**src/rtl/uart_rx_fsm_if.sv**
```systemverilog
// uart_rx_fsm_if: byte output handshake and status pulses of the UART receiver.
// master = receiver side, slave = byte consumer side.
interface uart_rx_fsm_if;
    logic [7:0] rx_data;
    logic       rx_valid;
    logic       rx_ready;
    logic       framing_err;
    logic       overrun;
    logic       parity_err;

    modport master (
        output rx_data,
        output rx_valid,
        output framing_err,
        output overrun,
        output parity_err,
        input  rx_ready
    );

    modport slave (
        input  rx_data,
        input  rx_valid,
        input  framing_err,
        input  overrun,
        input  parity_err,
        output rx_ready
    );
endinterface

```
**src/rtl/uart_rx_fsm.sv**
```systemverilog
// uart_rx_fsm: UART receive control, 8N1 (8E1 with UART_RX_PARITY_EN defined).
// Uses an external down-counter's CO pulse as the half-bit / full-bit timebase.
module uart_rx_fsm #(
    parameter logic [7:0] BIT_LOAD  = 8'd215,
    parameter logic [7:0] HALF_LOAD = 8'd106
) (
    input  logic          CLOCK,
    input  logic          reset_n,
    input  logic          rx,
    input  logic          cntr_co,
    output logic          cntr_load,
    output logic [7:0]    cntr_load_value,
    uart_rx_fsm_if.master bus
);

`ifdef UART_RX_PARITY_EN
    typedef enum logic [2:0] {
        IDLE, START, DATA, PARITY, STOP, BREAK
    } state_t;
`else
    typedef enum logic [2:0] {
        IDLE, START, DATA, STOP, BREAK
    } state_t;
`endif

    state_t     state, state_nxt;
    logic       rx_meta, rx_s;
    logic [7:0] shreg, shreg_nxt;
    logic [2:0] bit_idx, idx_nxt;
    logic       load_nxt;
    logic [7:0] lval_nxt;
    logic [7:0] data_nxt;
    logic       valid_nxt;
    logic       fe_nxt, ov_nxt;
    logic       good_byte;

`ifdef UART_RX_PARITY_EN
    logic       par_bad, par_bad_nxt, pe_nxt, pe_q;
`endif

    // Two-flop synchroniser; idle-high line so both flops reset to 1.
    always_ff @(posedge CLOCK or negedge reset_n) begin
        if (!reset_n) begin
            rx_meta <= 1'b1;
            rx_s    <= 1'b1;
        end else begin
            rx_meta <= rx;
            rx_s    <= rx_meta;
        end
    end

    // Next-state and registered-output decisions for the frame sequencer.
    always_comb begin
        state_nxt = state;
        shreg_nxt = shreg;
        idx_nxt   = bit_idx;
        load_nxt  = 1'b0;
        lval_nxt  = cntr_load_value;
        data_nxt  = bus.rx_data;
        valid_nxt = bus.rx_valid;
        fe_nxt    = 1'b0;
        ov_nxt    = 1'b0;
        good_byte = 1'b0;
`ifdef UART_RX_PARITY_EN
        par_bad_nxt = par_bad;
        pe_nxt      = 1'b0;
`endif
        // A consumer handshake frees the output register.
        if (bus.rx_valid && bus.rx_ready) begin
            valid_nxt = 1'b0;
        end
        unique case (state)
            IDLE: begin
                if (!rx_s) begin
                    load_nxt  = 1'b1;
                    lval_nxt  = HALF_LOAD;
                    state_nxt = START;
                end
            end
            START: begin
                if (cntr_co) begin
                    if (!rx_s) begin
                        load_nxt  = 1'b1;
                        lval_nxt  = BIT_LOAD;
                        idx_nxt   = 3'd0;
                        state_nxt = DATA;
                    end else begin
                        state_nxt = IDLE;
                    end
                end
            end
            DATA: begin
                if (cntr_co) begin
                    shreg_nxt = {rx_s, shreg[7:1]};
                    load_nxt  = 1'b1;
                    lval_nxt  = BIT_LOAD;
                    if (bit_idx == 3'd7) begin
`ifdef UART_RX_PARITY_EN
                        state_nxt = PARITY;
`else
                        state_nxt = STOP;
`endif
                    end else begin
                        idx_nxt = bit_idx + 3'd1;
                    end
                end
            end
`ifdef UART_RX_PARITY_EN
            PARITY: begin
                if (cntr_co) begin
                    // Even parity: odd count of ones over data+parity is bad.
                    par_bad_nxt = ^{shreg, rx_s};
                    load_nxt    = 1'b1;
                    lval_nxt    = BIT_LOAD;
                    state_nxt   = STOP;
                end
            end
`endif
            STOP: begin
                if (cntr_co) begin
                    if (rx_s) begin
                        state_nxt = IDLE;
                        good_byte = 1'b1;
                    end else begin
                        fe_nxt    = 1'b1;
                        state_nxt = BREAK;
                    end
`ifdef UART_RX_PARITY_EN
                    pe_nxt = par_bad;
                    if (par_bad) begin
                        good_byte = 1'b0;
                    end
`endif
                    if (good_byte) begin
                        if (bus.rx_valid && !bus.rx_ready) begin
                            ov_nxt = 1'b1;
                        end else begin
                            data_nxt  = shreg;
                            valid_nxt = 1'b1;
                        end
                    end
                end
            end
            BREAK: begin
                if (rx_s) begin
                    state_nxt = IDLE;
                end
            end
            default: begin
                state_nxt = IDLE;
            end
        endcase
    end

    // State register plus all registered outputs.
    always_ff @(posedge CLOCK or negedge reset_n) begin
        if (!reset_n) begin
            state           <= IDLE;
            shreg           <= 8'd0;
            bit_idx         <= 3'd0;
            cntr_load       <= 1'b0;
            cntr_load_value <= 8'd0;
            bus.rx_data     <= 8'd0;
            bus.rx_valid    <= 1'b0;
            bus.framing_err <= 1'b0;
            bus.overrun     <= 1'b0;
        end else begin
            state           <= state_nxt;
            shreg           <= shreg_nxt;
            bit_idx         <= idx_nxt;
            cntr_load       <= load_nxt;
            cntr_load_value <= lval_nxt;
            bus.rx_data     <= data_nxt;
            bus.rx_valid    <= valid_nxt;
            bus.framing_err <= fe_nxt;
            bus.overrun     <= ov_nxt;
        end
    end

`ifdef UART_RX_PARITY_EN
    // Parity verdict held from PARITY to the STOP decision, plus its pulse.
    always_ff @(posedge CLOCK or negedge reset_n) begin
        if (!reset_n) begin
            par_bad <= 1'b0;
            pe_q    <= 1'b0;
        end else begin
            par_bad <= par_bad_nxt;
            pe_q    <= pe_nxt;
        end
    end

    assign bus.parity_err = pe_q;
`else
    assign bus.parity_err = 1'b0;
`endif

endmodule
```
**src/flat_wrapper.sv**
```systemverilog
// flat-port wrapper written by rule: the top's interface ports become plain ports
module uart_rx_fsm_flat 
#(
    parameter logic [7:0] BIT_LOAD  = 8'd215,
    parameter logic [7:0] HALF_LOAD = 8'd106
)
  (CLOCK, reset_n, rx, cntr_co, cntr_load, cntr_load_value, bus_rx_data, bus_rx_valid, bus_framing_err, bus_overrun, bus_parity_err, bus_rx_ready);
  uart_rx_fsm_if bus_i ();
  input  logic CLOCK;
  input  logic reset_n;
  input  logic rx;
  input  logic cntr_co;
  output logic cntr_load;
  output logic [7:0] cntr_load_value;
  output wire logic [$bits(bus_i.rx_data)-1:0] bus_rx_data;
  output wire logic [$bits(bus_i.rx_valid)-1:0] bus_rx_valid;
  output wire logic [$bits(bus_i.framing_err)-1:0] bus_framing_err;
  output wire logic [$bits(bus_i.overrun)-1:0] bus_overrun;
  output wire logic [$bits(bus_i.parity_err)-1:0] bus_parity_err;
  input wire logic [$bits(bus_i.rx_ready)-1:0] bus_rx_ready;
  assign bus_rx_data = bus_i.rx_data;
  assign bus_rx_valid = bus_i.rx_valid;
  assign bus_framing_err = bus_i.framing_err;
  assign bus_overrun = bus_i.overrun;
  assign bus_parity_err = bus_i.parity_err;
  assign bus_i.rx_ready = bus_rx_ready;
  uart_rx_fsm #(.BIT_LOAD(BIT_LOAD), .HALF_LOAD(HALF_LOAD)) u_core (.CLOCK(CLOCK), .reset_n(reset_n), .rx(rx), .cntr_co(cntr_co), .cntr_load(cntr_load), .cntr_load_value(cntr_load_value), .bus(bus_i));
endmodule
```
**config.mk**
```make
export PLATFORM = sky130hd
export DESIGN_NAME = uart_rx_fsm_flat
export DESIGN_NICKNAME = d
export VERILOG_FILES = /design/src/rtl/uart_rx_fsm_if.sv /design/src/rtl/uart_rx_fsm.sv /design/src/flat_wrapper.sv
export SDC_FILE = /design/constraint.sdc
export NUM_CORES = 1
export LEC_CHECK = 0
export ABC_CLOCK_PERIOD_IN_PS = 2000
export CORE_UTILIZATION = 50
export DETAILED_ROUTE_END_ITERATION = 10
export MAX_ROUTING_LAYER = met4
export PLACE_DENSITY = 0.78
export REMOVE_ABC_BUFFERS = 1
export SETUP_SLACK_MARGIN = 0.5
export SLEW_MARGIN = 0
export SYNTH_ARGS = -nofsm -noshare
export SYNTH_HDL_FRONTEND = slang
export SYNTH_SLANG_ARGS = --single-unit
```
**constraint.sdc**
```tcl
create_clock -name CLOCK -period 2 [get_ports CLOCK]
set_input_delay 0.2 -clock CLOCK [delete_from_list [all_inputs] [get_ports CLOCK]]
set_output_delay 0.2 -clock CLOCK [all_outputs]
set_load 0.005 [all_outputs]
```
# [Yosys cells after proc, flatten, opt, wreduce, memory -nomap -nowiden]
# Index checks and enable logic that the tools add are counted.
[word_totals] reg_bits=36 in_bits=5 output_inout_bits=21 wordCells=73
[classes] bitwise_logic=1 n_reduce_logical=11 eq_ne=13 mux=36 add_sub_neg=1
[ops] cell="3-bit two-way mux" n=11
[ops] cell="8-bit two-way mux" n=4
[ops] cell="8-bit case mux with 3 select lines" n=1
[ops] cell="1-bit two-way mux" n=16
[ops] cell="3-bit case mux with 5 select lines" n=1
[ops] cell="2-bit != test (second input constant)" n=6
[ops] cell="5-bit AND reduction" n=2
[ops] cell="3-bit by 2-bit == test with 1-bit output (second input constant)" n=2
[ops] cell="3-bit == test (second input constant)" n=2
[ops] cell="3-bit case mux with 2 select lines" n=1
[ops] cell="6-bit AND reduction" n=1
[ops] cell="2-bit by 1-bit != test with 1-bit output (second input constant)" n=2
[ops] cell="4-bit AND reduction" n=1
[ops] cell="3-bit by 1-bit adder with 3-bit output (second input constant)" n=1
[ops] cell="3-bit by 1-bit == test with 1-bit output (second input constant)" n=1
[ops] cell="3-bit logical NOT" n=1
[ops] cell="1-bit case mux with 3 select lines" n=1
[ops] cell="3-bit nonzero test" n=1
[ops] cell="1-bit logical AND" n=2
[ops] cell="2-bit two-way mux" n=1
[ops] cell="2-bit AND reduction" n=1
[ops] cell="2-bit nonzero test" n=1
[ops] cell="1-bit logical NOT" n=1
[ops] cell="1-bit inverter" n=1

# [Longest topological paths before layout]
# Gate-level depths: netlist of run 1.
[depth] word_depth=6 mapped_depth=5 depth_no_buf=5

# [Least setup slack after synthesis of run 1]
# No wires, ideal clock.
[synth_path] kind="register to register" from="reg u_core.bit_idx[0]" to="reg u_core.bit_idx[0]" arrival_time_ps=1285 setup_ps=125 setup_slack_ps=590 synth_period_minus_slack_ps=1410 required_ps=1875 stages_incl_launch_ff=6 n_path_buf=0 path_cell_list="dfrtp_1 > ha_1 > ha_1 > nor3b_1 > o21ai_0 > mux2_2"
[synth_via] elab_chain_len=4 elab_cells_between_ends=7 cone_classes="1 x add/sub; 2 x eq/ne; 3 x mux; 1 x reduce/logical"
[synth_lines] element="start, declared" line="uart_rx_fsm.sv:29" text="logic [2:0] bit_idx, idx_nxt;"
[synth_lines] element="start signal, assigned" line="uart_rx_fsm.sv:170" text="bit_idx <= idx_nxt;"
[synth_lines] element="3-bit by 1-bit adder with 3-bit output" line="uart_rx_fsm.sv:104" text="idx_nxt = bit_idx + 3'd1;"
[synth_lines] element="3-bit two-way mux" line="uart_rx_fsm.sv:97" text="if (bit_idx == 3'd7) begin"
[synth_lines] element="3-bit two-way mux" line="uart_rx_fsm.sv:93" text="if (cntr_co) begin"
[synth_lines] element="3-bit case mux with 2 select lines" line="uart_rx_fsm.sv:72" text="unique case (state)"
# Parallel ways exist; a longest one is shown, timed or not. The select of a mux whose other input is x is not followed.
# A chain may end at the register's enable or synchronous reset.

# [Final worst setup path of run 1]
# Ends and elaborated chain as after synthesis.

==> reports/results.env, run 1 <==
POST_LAYOUT_INST_AREA_MM2=0.00166
YOSYSSEQAREASHARE_PCT=59.2
POST-ROUTE-DRC-COUNT=0
NETLIST_TOP_CELLS_COUNT='29 x sky130_fd_sc_hd__dfrtp_1, 17 x sky130_fd_sc_hd__mux2_2, 9 x sky130_fd_sc_hd__buf_4, 6 x sky130_fd_sc_hd__nor2_1'
YS_TYPES=30
YOSYS.AREA.TOP_TYPE_SHARE_PCT=55.2
DIE_W_UM=53.3
MIN_FROM='cntr_co'
PORT_BUFFERS=24
DIE_Y_UM=53.3
WORST_CLOCK_SKEW_ON_THE_FINAL_LAYOUT_PS=11.1
HOLDBUFCOUNTCTS=0
POST_DRT_WL_PER_CELL_UM=13.4
MAX_CAP_VIOLATIONS=0
FINALCRITPERIODSHARE_PCT=72.7
ANTENNA_DIODE_COUNT=0
MIN_PATH_CELLS=2
CTS_TREE='built'
GRT_ANTENNA_BEFORE_REPAIR=0
GRT_FIRST_PASS_WIRELENGTH_UM=3180
R2R_SETUP_SLACK_PS=550
CTS.ROOT.BUFFER_CELL='sky130_fd_sc_hd__clkbuf_4'
FIRST_ITER_VIOLATIONS=4
FLOORPLAN.DIE_AREA_MM2=0.00284
FIRST_PASS_ITERS=2
CRITICAL_PATH.REG2REG.ENDPOINT='u_core.bit_idx[0]'
MIN_TCLK_POST_ROUTE_PS=1450
SYN-MEAN-INSTANCE-AREA_UM2=13.3
REG2REG_FROM='u_core.bit_idx[0]'
CRIT_PATH_CATEGORY='reg2reg'
SYN-INSTANCE-COUNT=99
UNREPAIRED_SETUP_ENDPOINTS_AFTER_GLOBAL_ROUTING='no'
NUMBER_OF_GLOBAL_ROUTE_VIAS_BEFORE_REPAIR=709
YOSYSMOSTFREQUENTCELL='sky130_fd_sc_hd__dfrtp_1'
LEAKAGEPOWER_nW=0.815
DRT.ANTENNA.VIOLATING_NETS=0
SYNTH_ENABLE_FLOP_CELLS=0
VIAS=812
DETAILED_PLACE.AREA_MM2=0.00154
WORST_R2R_PATH_DEPTH=5
GLOBALROUTE.TOTALOVERFLOW=0
WORSTHOLDENDPOINT='u_core.state[0]'
TRACK_USAGE_PCT=16.9
SYNTH-ASYNC-RESET-RATIO_PCT=100
ROUTABILITYCONGESTION=0.782
STD_CELL_ROWS=18
TRITONCTS.NUM_BUFFERS=5
SYNTH.YOSYS.WARNINGS=0
SETUP-TNS-FINAL_PS=0
FLOORPLAN.INITIALDENSITY_PCT=53.1
REPORT.FINAL.SLEW_VIOL_COUNT=0
CTS_SINKS=31
ACHIEVABLE-FREQUENCY_GHz=0.687
CLKLATENCYLATEPIN_PS=320
POWER.DENSITY_mW_PER_MM2=1240
WORST_HOLD_PATH_TYPE='in2reg'
PLACEMENT_SETUP_SLACK_PS=205
OVERALL_ROUTED_NET_LENGTH_UM=2100
IO_PINS=26
ENDPOINT_KIND='flip-flop'
CLOCKBUFFERDEPTH=2
AREAGROWTHSYNTHTOFINISH_PCT=26.4
CRITICAL_PATH_REQUIRED_PS=2210
WORST_EP_ARRIVAL_TIME_PS=1660
MAX_FANOUT_ON_CRITICAL_PATH=3
PLACE.DETAILED.HPWL_UM=1340
SYNTHESIS.AREA_MM2=0.00132
FINALHOLDWORSTSLACK_PS=224
FINAL_CRITICAL_PATH_SETUP_SLACK_PS=545
FINAL_HOLD_VIOL_COUNT=0
FLOORPLAN.CORE_AREA_MM2=0.00248
LARGEST_NET_DEGREE_AT_THE_START_OF_GLOBAL_ROUTING=32
FF_LATCH_COUNT_SYNTH=31
DOMINANTREGCELLSYNTH='sky130_fd_sc_hd__dfrtp_1'
YOSYS.AREA.TOP_TYPE='sky130_fd_sc_hd__dfrtp_1'
FINAL_COUNT_OF_NEGATIVE_SETUP_SLACK_ENDPOINTS=0
MEAN_NUMBER_OF_VIAS_PER_CELL=5.21
CTS.CLK_SLEW.WORST_PATHS_PS=90
SYNTH.TOP_CELLS.BY_AREA='sky130_fd_sc_hd__dfrtp_1 55%, sky130_fd_sc_hd__mux2_2 15%, sky130_fd_sc_hd__buf_4 5.1%'
TIMING.CRITICAL_PATH.FROM_TYPE='flip-flop'
FINISH.NET_COUNT=133
OUTCOME='finished clean'
CTS.HTREE.LEVELS=2
FILLCELLCOUNT=184
IR_WORST_VDD_mV=0.801
LAYOUT-DRIVE-GT1-SHARE_PCT=33.3
==> where the power goes <==
part	leakage [nW]	internal, mW	switching (mW)	total (mW)
combinational	0.386	0.465	0.251	0.716
sequential	0.395	0.822	0.161	0.983
clock	0.0341	0.163	0.198	0.360
total	0.815	1.45	0.610	2.06
==> placed cells by master, fill, tap and decap left out, drive strengths merged, types with 2 or more instances in the layout <==
master,synthesis,layout
buf,10,6
dfstp,2,2
clkbuf,0,6
a22o,2,2
clkdlybuf4s50,0,19
nand2b,2,2
dfrtp,29,29
ha,2,2
a21oi,4,4
and2b,2,2
nor3b,2,2
mux2,17,17
nor2,6,6
nand2,4,4
dlymetal6s2s,0,5
inv,2,2
==> worst max path at each step <==
stage | start | end | cells past startpoint
5_1_grt | u_core.bit_idx[0] | u_core.bit_idx[0] | 5
3_3_place_gp | cntr_co | u_core.shreg[4] | 4
2_1_floorplan | u_core.state[0] | u_core.shreg[0] | 2
4_1_cts | u_core.bit_idx[0] | u_core.bit_idx[0] | 5
6_report | u_core.bit_idx[0] | u_core.bit_idx[0] | 5
3_5_place_dp | cntr_co | u_core.shreg[5] | 4
==> cell families (layout without fill, tap and decap cells) <==
group           after synthesis  count (layout)  synth area share (%)
fa+ha+maj                     2               2                  1.90
flops                        31              31                  59.2
other cells                   1               1                 0.285
simple gates                 23              23                  11.0
mux                          18              18                  15.3
compound gates               12              12                  6.19
buf+inv                      12              39                  6.09
==> metrics by stage <==
stage               utilization, %  total power, mW  std cells
floorplan                        -             1.29         89
global placement              62.0             1.60        145
detailed placement            62.0             1.64        145
CTS                           64.3             2.01        152
global route                  67.1             2.21        156
finish                        67.1             2.06        156
==> registers in the layout, summed over array words and instances, names as in the netlist <==
name	count
u_core.rx_s	1
u_core.bit_idx	3
u_core.bus.rx_data	8
u_core.cntr_load	1
u_core.rx_meta	1
u_core.bus.framing_err	1
u_core.bus.rx_valid	1
u_core.bus.overrun	1
u_core.state	3
u_core.cntr_load_value	3
u_core.shreg	8
==> per-layer routing <==
layer / track usage, % / vias up / share of wire [%]
met2: 24.0 / 23 / 47
met5: - / - / 0
met3: 4.31 / 6 / 4.3
met4: 9.21 / 0 / 1.9
li1: - / 389 / -
met1: 21.9 / 394 / 47
==> area by class of cell <==
class | instances | area, µm² | area share, %
clock buffer | 6 | 51.3 | 3.09
clock inverter | 1 | 5.00 | 0.301
inverter | 2 | 7.51 | 0.452
multi-input combinational | 56 | 483 | 29.1
sequential | 31 | 782 | 47.1
tap | 30 | 37.5 | 2.26
timing repair buffer | 30 | 295 | 17.8
==> critical path, stage by stage, from the launching register on <==
cell                      delay [ps]
sky130_fd_sc_hd__dfrtp_1         390
sky130_fd_sc_hd__ha_1            200
sky130_fd_sc_hd__ha_2            190
sky130_fd_sc_hd__nor3b_2         200
sky130_fd_sc_hd__o21ai_2         100
sky130_fd_sc_hd__mux2_2          270
==> timing repair <==
| item | 4_1_cts | 5_1_grt |
|---|---|---|
| pin swaps | 0 | 2 |
| gates resized for setup | 2 | 13 |
| setup buffers | 0 | 3 |
| endpoints found under the setup margin | 2 | 22 |
| gates cloned | 0 | 1 |
No activity file was read; power rests on OpenSTA's default activity.
==> run 2, diff against run 1 <==
--- a/config.mk
+++ b/config.mk
@@ -5,11 +5,11 @@
 export SDC_FILE = /design/constraint.sdc
 export NUM_CORES = 1
 export LEC_CHECK = 0
-export ABC_CLOCK_PERIOD_IN_PS = 2000
-export CORE_UTILIZATION = 50
+export ABC_CLOCK_PERIOD_IN_PS = 1200
+export CORE_UTILIZATION = 45
 export DETAILED_ROUTE_END_ITERATION = 10
 export MAX_ROUTING_LAYER = met4
-export PLACE_DENSITY = 0.78
+export PLACE_DENSITY = 0.74
 export REMOVE_ABC_BUFFERS = 1
 export SETUP_SLACK_MARGIN = 0.5
 export SLEW_MARGIN = 0
==> constraint.sdc (replaced) <==
create_clock -name CLOCK -period 1.2 [get_ports CLOCK]
set_input_delay 0.12 -clock CLOCK [delete_from_list [all_inputs] [get_ports CLOCK]]
set_output_delay 0.12 -clock CLOCK [all_outputs]
set_load 0.005 [all_outputs]
==> run 2 against run 1 <==
The run now ends with negative setup slack left. Clock power grew 74%. Via count rose by 21%. Critical path depth is 2 lower. Total power rose by 110%. Final area rose by 25%. Sequential share of layout area is 9.6 points lower. Non-clock buffer count up 36. Clock skew shrank 8.8 ps. Combinational power rose to 3.0 times the previous value. Sequential power rose by 65%. Critical path type unchanged. Critical endpoint is now u_core.shreg[1]. Highest routed layer unchanged.
==> reports/results.env, run 2 (synthesis gave the netlist of run 1 again) <==
GROUTE.LAYER.MET3.USAGE_PCT=4.65
WORST_HOLD_PATH_TYPE='in2async'
MET1_GLOBAL_ROUTE_USAGE_PCT=22.3
REPORT.FINAL.SLEW_VIOL_COUNT=0
POWER.DENSITY_mW_PER_MM2=2120
POST-ROUTE-DRC-COUNT=0
TRITONCTS.NUM_BUFFERS=5
MAX_FANOUT_ON_CRITICAL_PATH=5
DIE_W_UM=56.1
CLOCKBUFFERDEPTH=2
MOST_USED_CELLS_IN_THE_LAYOUT_EXCLUDING_FILL_AND_TAP_CELLS='28 x sky130_fd_sc_hd__dfrtp_1, 24 x sky130_fd_sc_hd__buf_6, 22 x sky130_fd_sc_hd__buf_4, 15 x sky130_fd_sc_hd__buf_2, 9 x sky130_fd_sc_hd__mux2_2'
CRITICAL_PATH.MAX_STAGE_DELAY_PS=430
MIN_TCLK_POST_ROUTE_PS=1420
GRT_FIRST_PASS_WIRELENGTH_UM=4590
WORST_CLOCK_SKEW_ON_THE_FINAL_LAYOUT_PS=2.33
IO_PINS=26
CTS.CLK_SLEW.WORST_PATHS_PS=90
CLKLATENCYLATEPIN_PS=330
VIAS=985
CTS.HTREE.LEVELS=2
FINAL_HOLD_VIOL_COUNT=0
SETUP-TNS-FINAL_PS=-4150
FLOORPLAN.CORE_AREA_MM2=0.00276
CTS_TREE='built'
WORST_R2R_PATH_DEPTH=3
BIGGESTREGSBYFLOPS='u_core.bus.rx_data x8, u_core.shreg x8'
TRACK_USAGE_PCT=20.0
LARGEST_NET_DEGREE_AT_THE_START_OF_GLOBAL_ROUTING=32
CTS.ROOT.BUFFER_CELL='sky130_fd_sc_hd__clkbuf_4'
UNREPAIRED_SETUP_ENDPOINTS_AFTER_GLOBAL_ROUTING='yes'
POST_DRT_WL_PER_CELL_UM=16.0
SW_FRAC_OF_TOTAL_PCT=31.9
INSTANCES_NO_FILL=193
FLOORPLAN.INITIALDENSITY_PCT=47.7
LEAKAGEPOWER_nW=1.05
R2R_SETUP_SLACK_PS=-220
NUMBER_OF_GLOBAL_ROUTE_VIAS_BEFORE_REPAIR=1020
MEAN_NUMBER_OF_VIAS_PER_CELL=5.10
FIRST_ITER_VIOLATIONS=13
AREAGROWTHSYNTHTOFINISH_PCT=58.0
CLOCKPOWERSHARE_PCT=14.2
DPL.CELL_COUNT=158
PORT_BUFFERS=24
FLOORPLAN.DIE_AREA_MM2=0.00314
DRT.ANTENNA.VIOLATING_NETS=0
FIRST_PASS_ITERS=4
MAX_CAP_VIOLATIONS=0
ENDPOINT_KIND='flip-flop'
GROUTE.LAYER.MET2.USAGE_PCT=32.5
PLACE.DETAILED.HPWL_UM=1560
REG2REG_FROM='u_core.state[2]'
CRITICAL_PATH.CELL_CHAIN='nor4bb_4 -> buf_6 -> mux2_2'
INTPOWER_mW=3.00
FINAL_COUNT_OF_NEGATIVE_SETUP_SLACK_ENDPOINTS=25
LAYOUT-DRIVE-GT1-SHARE_PCT=70.4
COMMONEST_NON_FILL_NON_TAP_CELL_IN_THE_LAYOUT='sky130_fd_sc_hd__dfrtp_1'
ROUTABILITYCONGESTION=0.789
DIE_Y_UM=56.1
STD_CELL_ROWS=19
CRITICAL_PATH.REG2REG.ENDPOINT='u_core.shreg[1]'
VIOLATED_CHECKS='negative setup slack'
CRITICAL_PATH_REQUIRED_PS=1420
GRT_BUSIEST_LAYER='met2'
WORST_EP_ARRIVAL_TIME_PS=1650
ACHIEVABLE-FREQUENCY_GHz=0.703
PWR-SHARE-COMB_PCT=49.0
OUTCOME='complete, but fails checks'
OVERALL_ROUTED_NET_LENGTH_UM=3090
SHARE_SEQ_OF_TOTAL_POWER_PCT=36.8
IR_WORST_VDD_mV=1.93
CELL_WITH_THE_LARGEST_STAGE_DELAY_ON_THE_WORST_PATH='sky130_fd_sc_hd__dfrtp_1'
FINALCRITPERIODSHARE_PCT=119
GRT_ANTENNA_BEFORE_REPAIR=0
TIMING.CRITICAL_PATH.FROM_TYPE='flip-flop'
SWITCHINGPOWER_mW=1.41
CRIT_PATH_CATEGORY='reg2reg'
GLOBALROUTE.TOTALOVERFLOW=0
FILLCELLCOUNT=158
FINAL_CRITICAL_PATH_SETUP_SLACK_PS=-223
CTS_SINKS=31
ANTENNA_DIODE_COUNT=0
FINISH.NET_COUNT=169
## run 2: cell count changes in the layout (fill, tap and decap cells not counted), moves of 4 or more
cell | previous run | this run
sky130_fd_sc_hd__buf_6 | 0 | 24
sky130_fd_sc_hd__buf_4 | 5 | 22
sky130_fd_sc_hd__clkdlybuf4s50_1 | 19 | 4
sky130_fd_sc_hd__buf_2 | 1 | 15
sky130_fd_sc_hd__mux2_2 | 17 | 9
sky130_fd_sc_hd__mux2_4 | 0 | 8
sky130_fd_sc_hd__dlymetal6s2s_1 | 5 | 0
sky130_fd_sc_hd__nor2_1 | 6 | 2
## run 2: per-stage QoR
| step | power [mW] | setup slack [ps] | hold WS (ps) | util, % | instance area, µm² |
|---|---|---|---|---|---|
| finish | 4.41 | -223 | 141 | 75.4 | 2080 |
| floorplan | 2.16 | -758 | -176 | - | 1240 |
| global placement | 2.84 | -359 | 346 | 59.4 | 1640 |
| global route | 4.65 | -269 | 149 | 75.4 | 2080 |
| detailed placement | 2.91 | -380 | 347 | 59.4 | 1640 |
| CTS | 3.97 | -201 | 140 | 69.1 | 1910 |
## run 2: power groups by stage
stage	Combinational (mW)	Clock [mW]	Sequential [mW]
6_report	2.16	0.625	1.62
5_1_grt	2.30	0.692	1.66
4_1_cts	1.74	0.637	1.60
3_5_place_dp	1.29	0	1.62
3_3_place_gp	1.24	0	1.60
2_1_floorplan	0.538	0	1.62
## run 2: how the worst max path moves through the flow
stage	from	slack, ps	endpoint	depth (start not counted)
final	u_core.state[2]	-220	u_core.shreg[1]	3
after global routing	u_core.state[0]	-270	u_core.bit_idx[1]	4
after CTS	u_core.bit_idx[1]	-200	u_core.bit_idx[0]	5
after detailed placement	cntr_co	-380	u_core.bus.rx_data[1]	5
after global placement	cntr_co	-360	u_core.shreg[0]	4
after floorplan	u_core.state[0]	-760	u_core.shreg[0]	2
## run 2: critical path, delay by kind of cell (launching register included)
kind	cells	cell delay [ps]
mux	1	330
flops	1	430
simple gates	1	370
buf+inv	1	190
## run 2: area by class of cell
| class | count | area, µm² | share of cell area, % |
|---|---|---|---|
| clock buffer | 6 | 51.3 | 2.47 |
| clock inverter | 1 | 5.00 | 0.241 |
| inverter | 2 | 7.51 | 0.361 |
| multi-input combinational | 56 | 626 | 30.1 |
| sequential | 31 | 779 | 37.5 |
| tap | 31 | 38.8 | 1.87 |
| timing repair buffer | 66 | 571 | 27.5 |
## run 2: metal layers
metal,up-vias,share of wire (%)
li1,464,-
met1,488,43
met2,26,52
met3,7,3.2
met4,0,2.0
met5,-,0
## run 2: repair_timing
item / CTS / global route
buffers inserted: 16 / 11
hold buffers: 0 / 0
gates cloned: 0 / 1
gates resized for setup: 126 / 20
endpoints found under the setup margin: 49 / 49
pin swaps: 14 / 12
==> run 3, diff against run 2 <==
--- a/config.mk
+++ b/config.mk
@@ -5,11 +5,11 @@
 export SDC_FILE = /design/constraint.sdc
 export NUM_CORES = 1
 export LEC_CHECK = 0
-export ABC_CLOCK_PERIOD_IN_PS = 1200
-export CORE_UTILIZATION = 45
+export CORE_UTILIZATION = 50
 export DETAILED_ROUTE_END_ITERATION = 10
+export GPL_TIMING_DRIVEN = 0
 export MAX_ROUTING_LAYER = met4
-export PLACE_DENSITY = 0.74
+export PLACE_DENSITY = 0.78
 export REMOVE_ABC_BUFFERS = 1
 export SETUP_SLACK_MARGIN = 0.5
 export SLEW_MARGIN = 0
==> constraint.sdc (replaced) <==
create_clock -name CLOCK -period 1.35 [get_ports CLOCK]
set_input_delay 0.135 -clock CLOCK [delete_from_list [all_inputs] [get_ports CLOCK]]
set_output_delay 0.135 -clock CLOCK [all_outputs]
set_load 0.005 [all_outputs]
==> run 3 against run 2 <==
Sequential share of layout area up 4.1 points. Global-route usage is 3.4 points higher. Worst setup slack improved by 140 ps. Non-clock buffer count is 18 lower. Largest cell class unchanged. Core utilization grew 0.60 points. Critical path depth rose by 2. The run ends with negative hold slack, negative setup slack left. Total power fell by 18%. Register-to-register slack better by 140 ps.
==> reports/results.env, run 3 (synthesis gave the netlist of run 1 again) <==
CTS_SINKS=31
POST_DRT_WL_PER_CELL_UM=16.9
CTS_TREE='built'
WORST_HOLD_PATH_TYPE='in2async'
TRITONCTS.NUM_BUFFERS=5
CRITICAL_PATH.MAX_STAGE_DELAY_PS=390
LEAKAGEPOWER_nW=0.941
PLACE.DETAILED.HPWL_UM=1440
ROUTED-WL-MET2_UM=1620
FIRST_PASS_ITERS=3
VIOLATED_CHECKS='negative hold slack, negative setup slack'
DRT.ANTENNA.VIOLATING_NETS=0
POWER.DENSITY_mW_PER_MM2=1930
MEAN_NUMBER_OF_VIAS_PER_CELL=5.33
CRITICAL_PATH.CELL_CHAIN='ha_2 -> ha_4 -> nor3b_4 -> o21ai_2 -> mux2_4'
ACHIEVABLE-FREQUENCY_GHz=0.696
FLOORPLAN.INITIALDENSITY_PCT=53.1
FINALHOLDWORSTSLACK_PS=-48.7
CRITICAL_PATH_REQUIRED_PS=1570
WORST_R2R_PATH_DEPTH=5
ROUTABILITYCONGESTION=0.780
ANTENNA_DIODE_COUNT=0
R2R_SETUP_SLACK_PS=-90
PIN_SLEW_WITH_THE_LEAST_HEADROOM_TO_ITS_LIMIT_PS=741
REPORT.FINAL.SLEW_VIOL_COUNT=0
GRT_FIRST_PASS_WIRELENGTH_UM=4280
GRT_ANTENNA_BEFORE_REPAIR=0
CELL_WITH_THE_LARGEST_STAGE_DELAY_ON_THE_WORST_PATH='sky130_fd_sc_hd__dfrtp_1'
FINAL_COUNT_OF_NEGATIVE_SETUP_SLACK_ENDPOINTS=12
UNREPAIRED_SETUP_ENDPOINTS_AFTER_GLOBAL_ROUTING='yes'
MAX_CAP_VIOLATIONS=0
CTS.CLK_SLEW.WORST_PATHS_PS=90
DIE_W_UM=53.3
SETUP-TNS-FINAL_PS=-599
COMMONEST_NON_FILL_NON_TAP_CELL_IN_THE_LAYOUT='sky130_fd_sc_hd__dfrtp_1'
ROUTE.TOP_LAYER_USED='met4'
FINALCRITPERIODSHARE_PCT=106
DPL.CELL_COUNT=144
FINISH.NET_COUNT=151
POST-ROUTE-DRC-COUNT=0
FIRST_ITER_VIOLATIONS=11
STD_CELL_ROWS=18
CLOCKBUFFERDEPTH=2
TIMING.CRITICAL_PATH.FROM_TYPE='flip-flop'
REG2REG_FROM='u_core.bit_idx[1]'
SLEW_HEADROOM_PCT=50.6
AREAGROWTHSYNTHTOFINISH_PCT=43.1
IR_WORST_VDD_mV=1.42
MOST_USED_CELLS_IN_THE_LAYOUT_EXCLUDING_FILL_AND_TAP_CELLS='25 x sky130_fd_sc_hd__dfrtp_1, 16 x sky130_fd_sc_hd__buf_6, 14 x sky130_fd_sc_hd__buf_2, 13 x sky130_fd_sc_hd__buf_4, 9 x sky130_fd_sc_hd__mux2_4'
TRACK_USAGE_PCT=23.4
CP_TOP_FAMILY='flip-flops'
MAX_FANOUT_ON_CRITICAL_PATH=3
VIAS=928
DIE_Y_UM=53.3
CRIT_PATH_CATEGORY='reg2reg'
CLKLATENCYLATEPIN_PS=330
CTS.ROOT.BUFFER_CELL='sky130_fd_sc_hd__clkbuf_4'
FLOORPLAN.CORE_AREA_MM2=0.00248
CRITICAL_PATH.REG2REG.ENDPOINT='u_core.bit_idx[0]'
PATH_BUF_INV=0
FLOORPLAN.DIE_AREA_MM2=0.00284
NUMBER_OF_GLOBAL_ROUTE_VIAS_BEFORE_REPAIR=852
FINAL_HOLD_VIOL_COUNT=29
BIGGESTREGSBYFLOPS='u_core.bus.rx_data x8, u_core.shreg x8'
IO_PINS=26
GLOBALROUTE.TOTALOVERFLOW=0
WORST_CLOCK_SKEW_ON_THE_FINAL_LAYOUT_PS=9.84
PORT_BUFFERS=24
MIN_TCLK_POST_ROUTE_PS=1440
WORST_EP_ARRIVAL_TIME_PS=1650
OUTCOME='complete, but fails checks'
WL_MET3_UM=126
OVERALL_ROUTED_NET_LENGTH_UM=2940
LARGEST_NET_DEGREE_AT_THE_START_OF_GLOBAL_ROUTING=32
FINAL_CRITICAL_PATH_SETUP_SLACK_PS=-87.1
LAYOUT-DRIVE-GT1-SHARE_PCT=63.9
ENDPOINT_KIND='flip-flop'
INSTANCES_NO_FILL=174
CTS.HTREE.LEVELS=2
ROUTEDLENGTHMET1_UM=1120
[run 3: changes by cell type in the layout (fill, tap and decap cells not counted), moves of 2 or more]
cell,previous run,this run
sky130_fd_sc_hd__buf_4,22,13
sky130_fd_sc_hd__nor2_1,2,5
sky130_fd_sc_hd__buf_6,24,16
sky130_fd_sc_hd__dfrtp_1,28,25
sky130_fd_sc_hd__nor2_2,3,1
sky130_fd_sc_hd__dfrtp_2,1,4
[run 3: how the worst max path moves through the flow]
| stage | startpoint | end | slack, ps | depth (start not counted) |
|---|---|---|---|---|
| 2_1_floorplan | u_core.state[0] | u_core.shreg[0] | -610 | 2 |
| 3_3_place_gp | cntr_co | u_core.shreg[4] | -1330 | 3 |
| 3_5_place_dp | cntr_co | u_core.shreg[5] | -570 | 4 |
| 4_1_cts | u_core.bit_idx[1] | u_core.bit_idx[0] | -60 | 5 |
| 5_1_grt | u_core.bit_idx[1] | u_core.bit_idx[0] | -130 | 5 |
| 6_report | u_core.bit_idx[1] | u_core.bit_idx[0] | -90 | 5 |
[run 3: repair_timing]
item,in CTS,in global routing
setup endpoints to repair,80,49
gates resized for setup,122,7
cloned,0,0
endpoints found under the hold margin,29,4
setup buffers,17,6
pin swaps,12,5
[run 3: per-stage QoR]
step                      power, mW  util (%)  hold WS, ps  cell area, µm²  worst slack [ps]
after global placement         2.36      61.4          348            1520             -1330
after detailed placement       2.45      61.9          347            1530              -570
final                          3.62      76.0        -48.7            1880             -87.1
after CTS                      3.36      72.3        -17.9            1790             -62.8
after global routing           3.83      76.0        -2.44            1880              -128
after floorplan                1.92         -         -161            1240              -608
[run 3: cell type report]
cell class              count  area [µm²]
flip-flops and latches     31         783
fillers                   152         596
multi-input cells          56         588
repair buffers             48         409
clock buffers               6        51.3
well taps                  30        37.5
inverters                   2        7.51
clock inverters             1        5.00
[run 3: routing by layer]
metal | global-route usage (%) | vias to the layer above
met5 | - | -
met4 | 10.1 | 0
met3 | 8.05 | 10
met2 | 38.5 | 23
met1 | 25.4 | 466
li1 | - | 429
[run 3: report_power, final]
part           switching, mW  total (mW)  internal [mW]
Sequential             0.238        1.46           1.22
Clock                  0.293       0.534          0.241
Combinational          0.614        1.63           1.02
==> RTL change 1: new RTL, settings of run 1 <==
Encoding of `state_t`: now one-hot (5 bits for 5 states).
--- a/src/rtl/uart_rx_fsm.sv
+++ b/src/rtl/uart_rx_fsm.sv
@@ -18,8 +18,8 @@
         IDLE, START, DATA, PARITY, STOP, BREAK
     } state_t;
 `else
-    typedef enum logic [2:0] {
-        IDLE, START, DATA, STOP, BREAK
+    typedef enum logic [4:0] {
+        IDLE = 5'b00001, START = 5'b00010, DATA = 5'b00100, STOP = 5'b01000, BREAK = 5'b10000
     } state_t;
 `endif
 
Function: same outputs for any inputs over 10 cycles, from zero or initial values and one cycle with reset_n low; not proved beyond that.
==> RTL change 1 against run 1 <==
The run now ends with DRC left; area after synthesis is 14% higher; setup slack worse by 0.36 ns; largest cell class unchanged; total power is 0.66% higher; routed wire length is 76% higher; clock power is 2% higher; synthesized cell count is 23% higher; design area is 29% higher; sequential cell count is 2 higher.
==> RTL change 1: results <==
[run_status]
status = complete, but fails checks
violations = DRC

[cells_and_area]
fin_nets = 179
fillers = 193
top_regs = u_core.bus.rx_data: 8 flops, u_core.shreg: 8 flops, u_core.state: 5 flops
drive_gt1_frac = 0.445

[power_and_ir_drop]
peakVddDrop_mv = 0.624
cellLeakagePower_nw = 1.04

[critical_path]
r2r_end = u_core.state[3]
r2r_cells = 6
worstPathArrival_ns = 2.04
critPathMaxFanout = 7

[global_route]
grt_pass1_vias = 1188
grt_usage = 0.247
grt_max_degree = 34

[synth]
synth_common_cells = dfrtp_1, mux2_2, buf_4
yosys-top-cells-area = dfrtp_1, mux2_2, dfstp_2, buf_4, mux2_1
yosysUniqueCellTypes = 39

[drt]
drtPass1Iterations = 7
avgRoutedWirePerCell_um = 18.1
drt-total-wl_um = 3700
drc_errors = 10
viasPerCell = 5.70

[clock_network]
clk_pin_slew_ns = 0.11
insertion_delay_ns = 0.35

[sta]
fin_skew_ns = 0.00977
[RTL change 1: layout make-up]
type / instances / share of cell area
Sequential cell: 33 / 0.387
Timing Repair Buffer: 57 / 0.247
Inverter: 2 / 0.00349
Tap cell: 31 / 0.0180
Clock inverter: 2 / 0.00465
Multi-Input combinational cell: 73 / 0.321
Clock buffer: 6 / 0.0192
[RTL change 1: worst max-delay path by stage]
stage	to	slack, ns	depth (start not counted)
CTS	u_core.state[3]	0.26	4
global placement	u_core.bus.rx_data[5]	0.17	6
finish	u_core.state[3]	0.19	6
detailed placement	u_core.bus.rx_data[7]	0.14	6
global route	u_core.state[3]	0.14	4
floorplan	u_core.state[3]	0.17	4
[RTL change 1: cell families (layout without fill, tap and decap cells)]
logic type      count (synthesis)  count (layout)  share of synthesized area
compound gates                 18              18                     0.0825
xor+xnor                        1               1                    0.00583
fa+ha+maj                       2               2                     0.0167
buf+inv                        16              67                     0.0683
flops                          33              33                      0.553
mux                            18              18                      0.135
other cells                     1               1                    0.00250
simple gates                   33              33                      0.137
[RTL change 1: per-stage QoR]
| step | hold WS (ns) | util | setup slack (ns) |
|---|---|---|---|
| 2_1_floorplan | -0.0956 | - | 0.174 |
| 3_3_place_gp | 0.347 | 0.625 | 0.169 |
| 3_5_place_dp | 0.349 | 0.625 | 0.141 |
| 4_1_cts | 0.262 | 0.728 | 0.260 |
| 5_1_grt | 0.266 | 0.767 | 0.144 |
| 6_report | 0.239 | 0.767 | 0.186 |
[RTL change 1: per-layer routing]
metal	routed length, um	vias up	track usage
met1	1480	575	0.283
met4	70	0	0.125
li1	-	522	-
met3	254	11	0.0507
met5	0	-	-
met2	1890	54	0.412
[RTL change 1: report_power, final]
| group | total (W) | internal, W | switching, W |
|---|---|---|---|
| combinational | 0.000877 | 0.000506 | 0.000371 |
| sequential | 0.000828 | 0.000757 | 0.0000707 |
| clock | 0.000368 | 0.000134 | 0.000234 |
[RTL change 1: critical path, cell delays in order, from the launching register on]
cell and delay, ns:
dfrtp_1 0.40, buf_4 0.14, buf_8 0.13, or3_1 0.32
o22ai_1 0.20, a21o_1 0.19, mux2_1 0.32
[RTL change 1: repair_timing]
| item | CTS | global route |
|---|---|---|
| pin swaps | 7 | 6 |
| endpoints found under the hold margin | 0 | 0 |
| buffers inserted | 16 | 7 |
| cloned | 1 | 0 |
| endpoints found under the setup margin | 26 | 35 |
| resized for setup | 30 | 14 |
==> RTL change 2: new RTL, flow settings as in run 1 <==
Made on the original files. Build with the macro `UART_RX_PARITY_EN` defined.
--- a/src/rtl/uart_rx_fsm.sv
+++ b/src/rtl/uart_rx_fsm.sv
@@ -1,5 +1,7 @@
 // uart_rx_fsm: UART receive control, 8N1 (8E1 with UART_RX_PARITY_EN defined).
 // Uses an external down-counter's CO pulse as the half-bit / full-bit timebase.
+`define UART_RX_PARITY_EN
+
 module uart_rx_fsm #(
     parameter logic [7:0] BIT_LOAD  = 8'd215,
     parameter logic [7:0] HALF_LOAD = 8'd106
Behaviour: no difference found for any inputs over 10 cycles, from zero or initial values and one cycle with reset_n low; that may be too few to reach the edited logic, so the function may still have changed.
==> RTL change 2 against run 1 <==
Critical path depth fell by 1; total power up 16%; largest cell class unchanged; design area up 15%; core utilization increased by 1.1 points; sequential share of layout area fell by 3.5 points; area after synthesis up 15%; routed wire length up 31%; sequential cell count up 2; setup slack got worse by 0.084 ns.
==> RTL change 2: results <==
[clock_network]
cts_buffers = 5
clk_pin_slew_ns = 0.10
root_buffer = clkbuf_4
clk_path_buf_depth = 2

[global_route]
grt_pass1_vias = 910
grt_max_degree = 34
grt_pass1_wl_um = 4370
grt_usage = 0.193

[power_and_ir_drop]
internal_power_w = 0.00160
cellLeakagePower_nw = 0.965
peakVddDrop_mv = 0.904

[drt]
drtPass1Iterations = 4
viasPerCell = 5.35
dr.first_iter.drc_count = 10
avgRoutedWirePerCell_um = 15.3

[placed_design]
place_congestion = 0.871
hpwl_um = 1730
io_buffers = 25

[synth]
synth_xor_area_frac = 0.0498
synth_common_cells = dfrtp_1, mux2_2, mux2_4
synthAdderAreaFrac = 0.0166
muxShareOfSynthArea = 0.147
synth_top_area_share = 0.515
synth-compound-area-share = 0.0722
yosysSeqAreaShare = 0.549
yosysUniqueCellTypes = 36
yosys-top-cells-area = dfrtp_1, mux2_4, mux2_2, dfstp_2, buf_4
async_flop_share = 1.00

[critical_path]
critical-path-max-stage-delay_ns = 0.44
r2r_cells = 4
slowest_stage = dfrtp_2
reg2reg_from = u_core.state[1]
critPathTopFamily = simple AND/OR/NAND/NOR gates
worstPathArrival_ns = 1.76
critPathMaxFanout = 8
r2r_slack_ns = 0.46
crit_type = register to register
crit_end = u_core.bus.rx_data[5]

[run_status]
status = finished clean

[hold_path]
min_path_type = primary input to asynchronous set/reset pin

[cells_and_area]
diodes = 0
drive_gt1_frac = 0.358
fin_nets = 154

[sta]
fin_skew_ns = 0.00767
tightest_slew_ns = 0.409
RTL change 2: power by group through the flow:
stage	clock network [W]	registers, W	logic (W)
after floorplan	0	0.00100	0.000468
after global placement	0	0.00102	0.000742
after detailed placement	0	0.00104	0.000778
after CTS	0.000373	0.000987	0.000897
after global routing	0.000407	0.000996	0.00113
final	0.000359	0.000974	0.00105
RTL change 2: routing by layer:
layer,GRT usage,share of wire,vias to the layer above
met5,-,0,-
met4,0.105,0.027,0
met3,0.0691,0.033,7
met2,0.267,0.48,20
met1,0.246,0.46,476
li1,-,-,455
RTL change 2: repair_timing:
item,in CTS,in global routing
resized for setup,5,10
endpoints found under the setup margin,23,22
pin swaps,0,4
cloned,0,0
buffers inserted,5,5
RTL change 2: kinds of logic after synthesis:
kind of cell,after synthesis
buffers and inverters,14
multiplexers,17
AND/OR/NAND/NOR,23
AO/OA/AOI/OAI,16
flip-flops,33
adder cells (fa/ha/maj),2
XOR/XNOR,7
RTL change 2: worst min-delay path by stage:
stage                        start                        end  slack [ns]
floorplan                  reset_n          u_core.bit_idx[0]        -0.1
global placement    u_core.rx_meta                u_core.rx_s        0.35
detailed placement  u_core.rx_meta                u_core.rx_s        0.35
CTS                        reset_n      u_core.bus.rx_data[7]        0.25
global route               reset_n      u_core.bus.rx_data[6]        0.25
finish                     reset_n  u_core.cntr_load_value[4]        0.25
RTL change 2: layout make-up:
type,count,area [um2]
fill,211,893
sequential,33,832
multi-input combinational,65,613
timing repair buffer,38,358
tap,31,38.8
clock buffer,5,37.5
clock inverter,3,17.5
inverter,4,15.0
RTL change 2: per-stage QoR:
step	worst slack, ns	instances	total power (W)	area [um2]	utilization
final	0.461	179	0.00238	1910	0.682
after global routing	0.427	179	0.00253	1910	0.682
after CTS	0.483	174	0.00226	1840	0.655
after floorplan	0.475	102	0.00147	1430	-
after detailed placement	0.184	161	0.00181	1740	0.621
after global placement	0.222	161	0.00176	1740	0.621
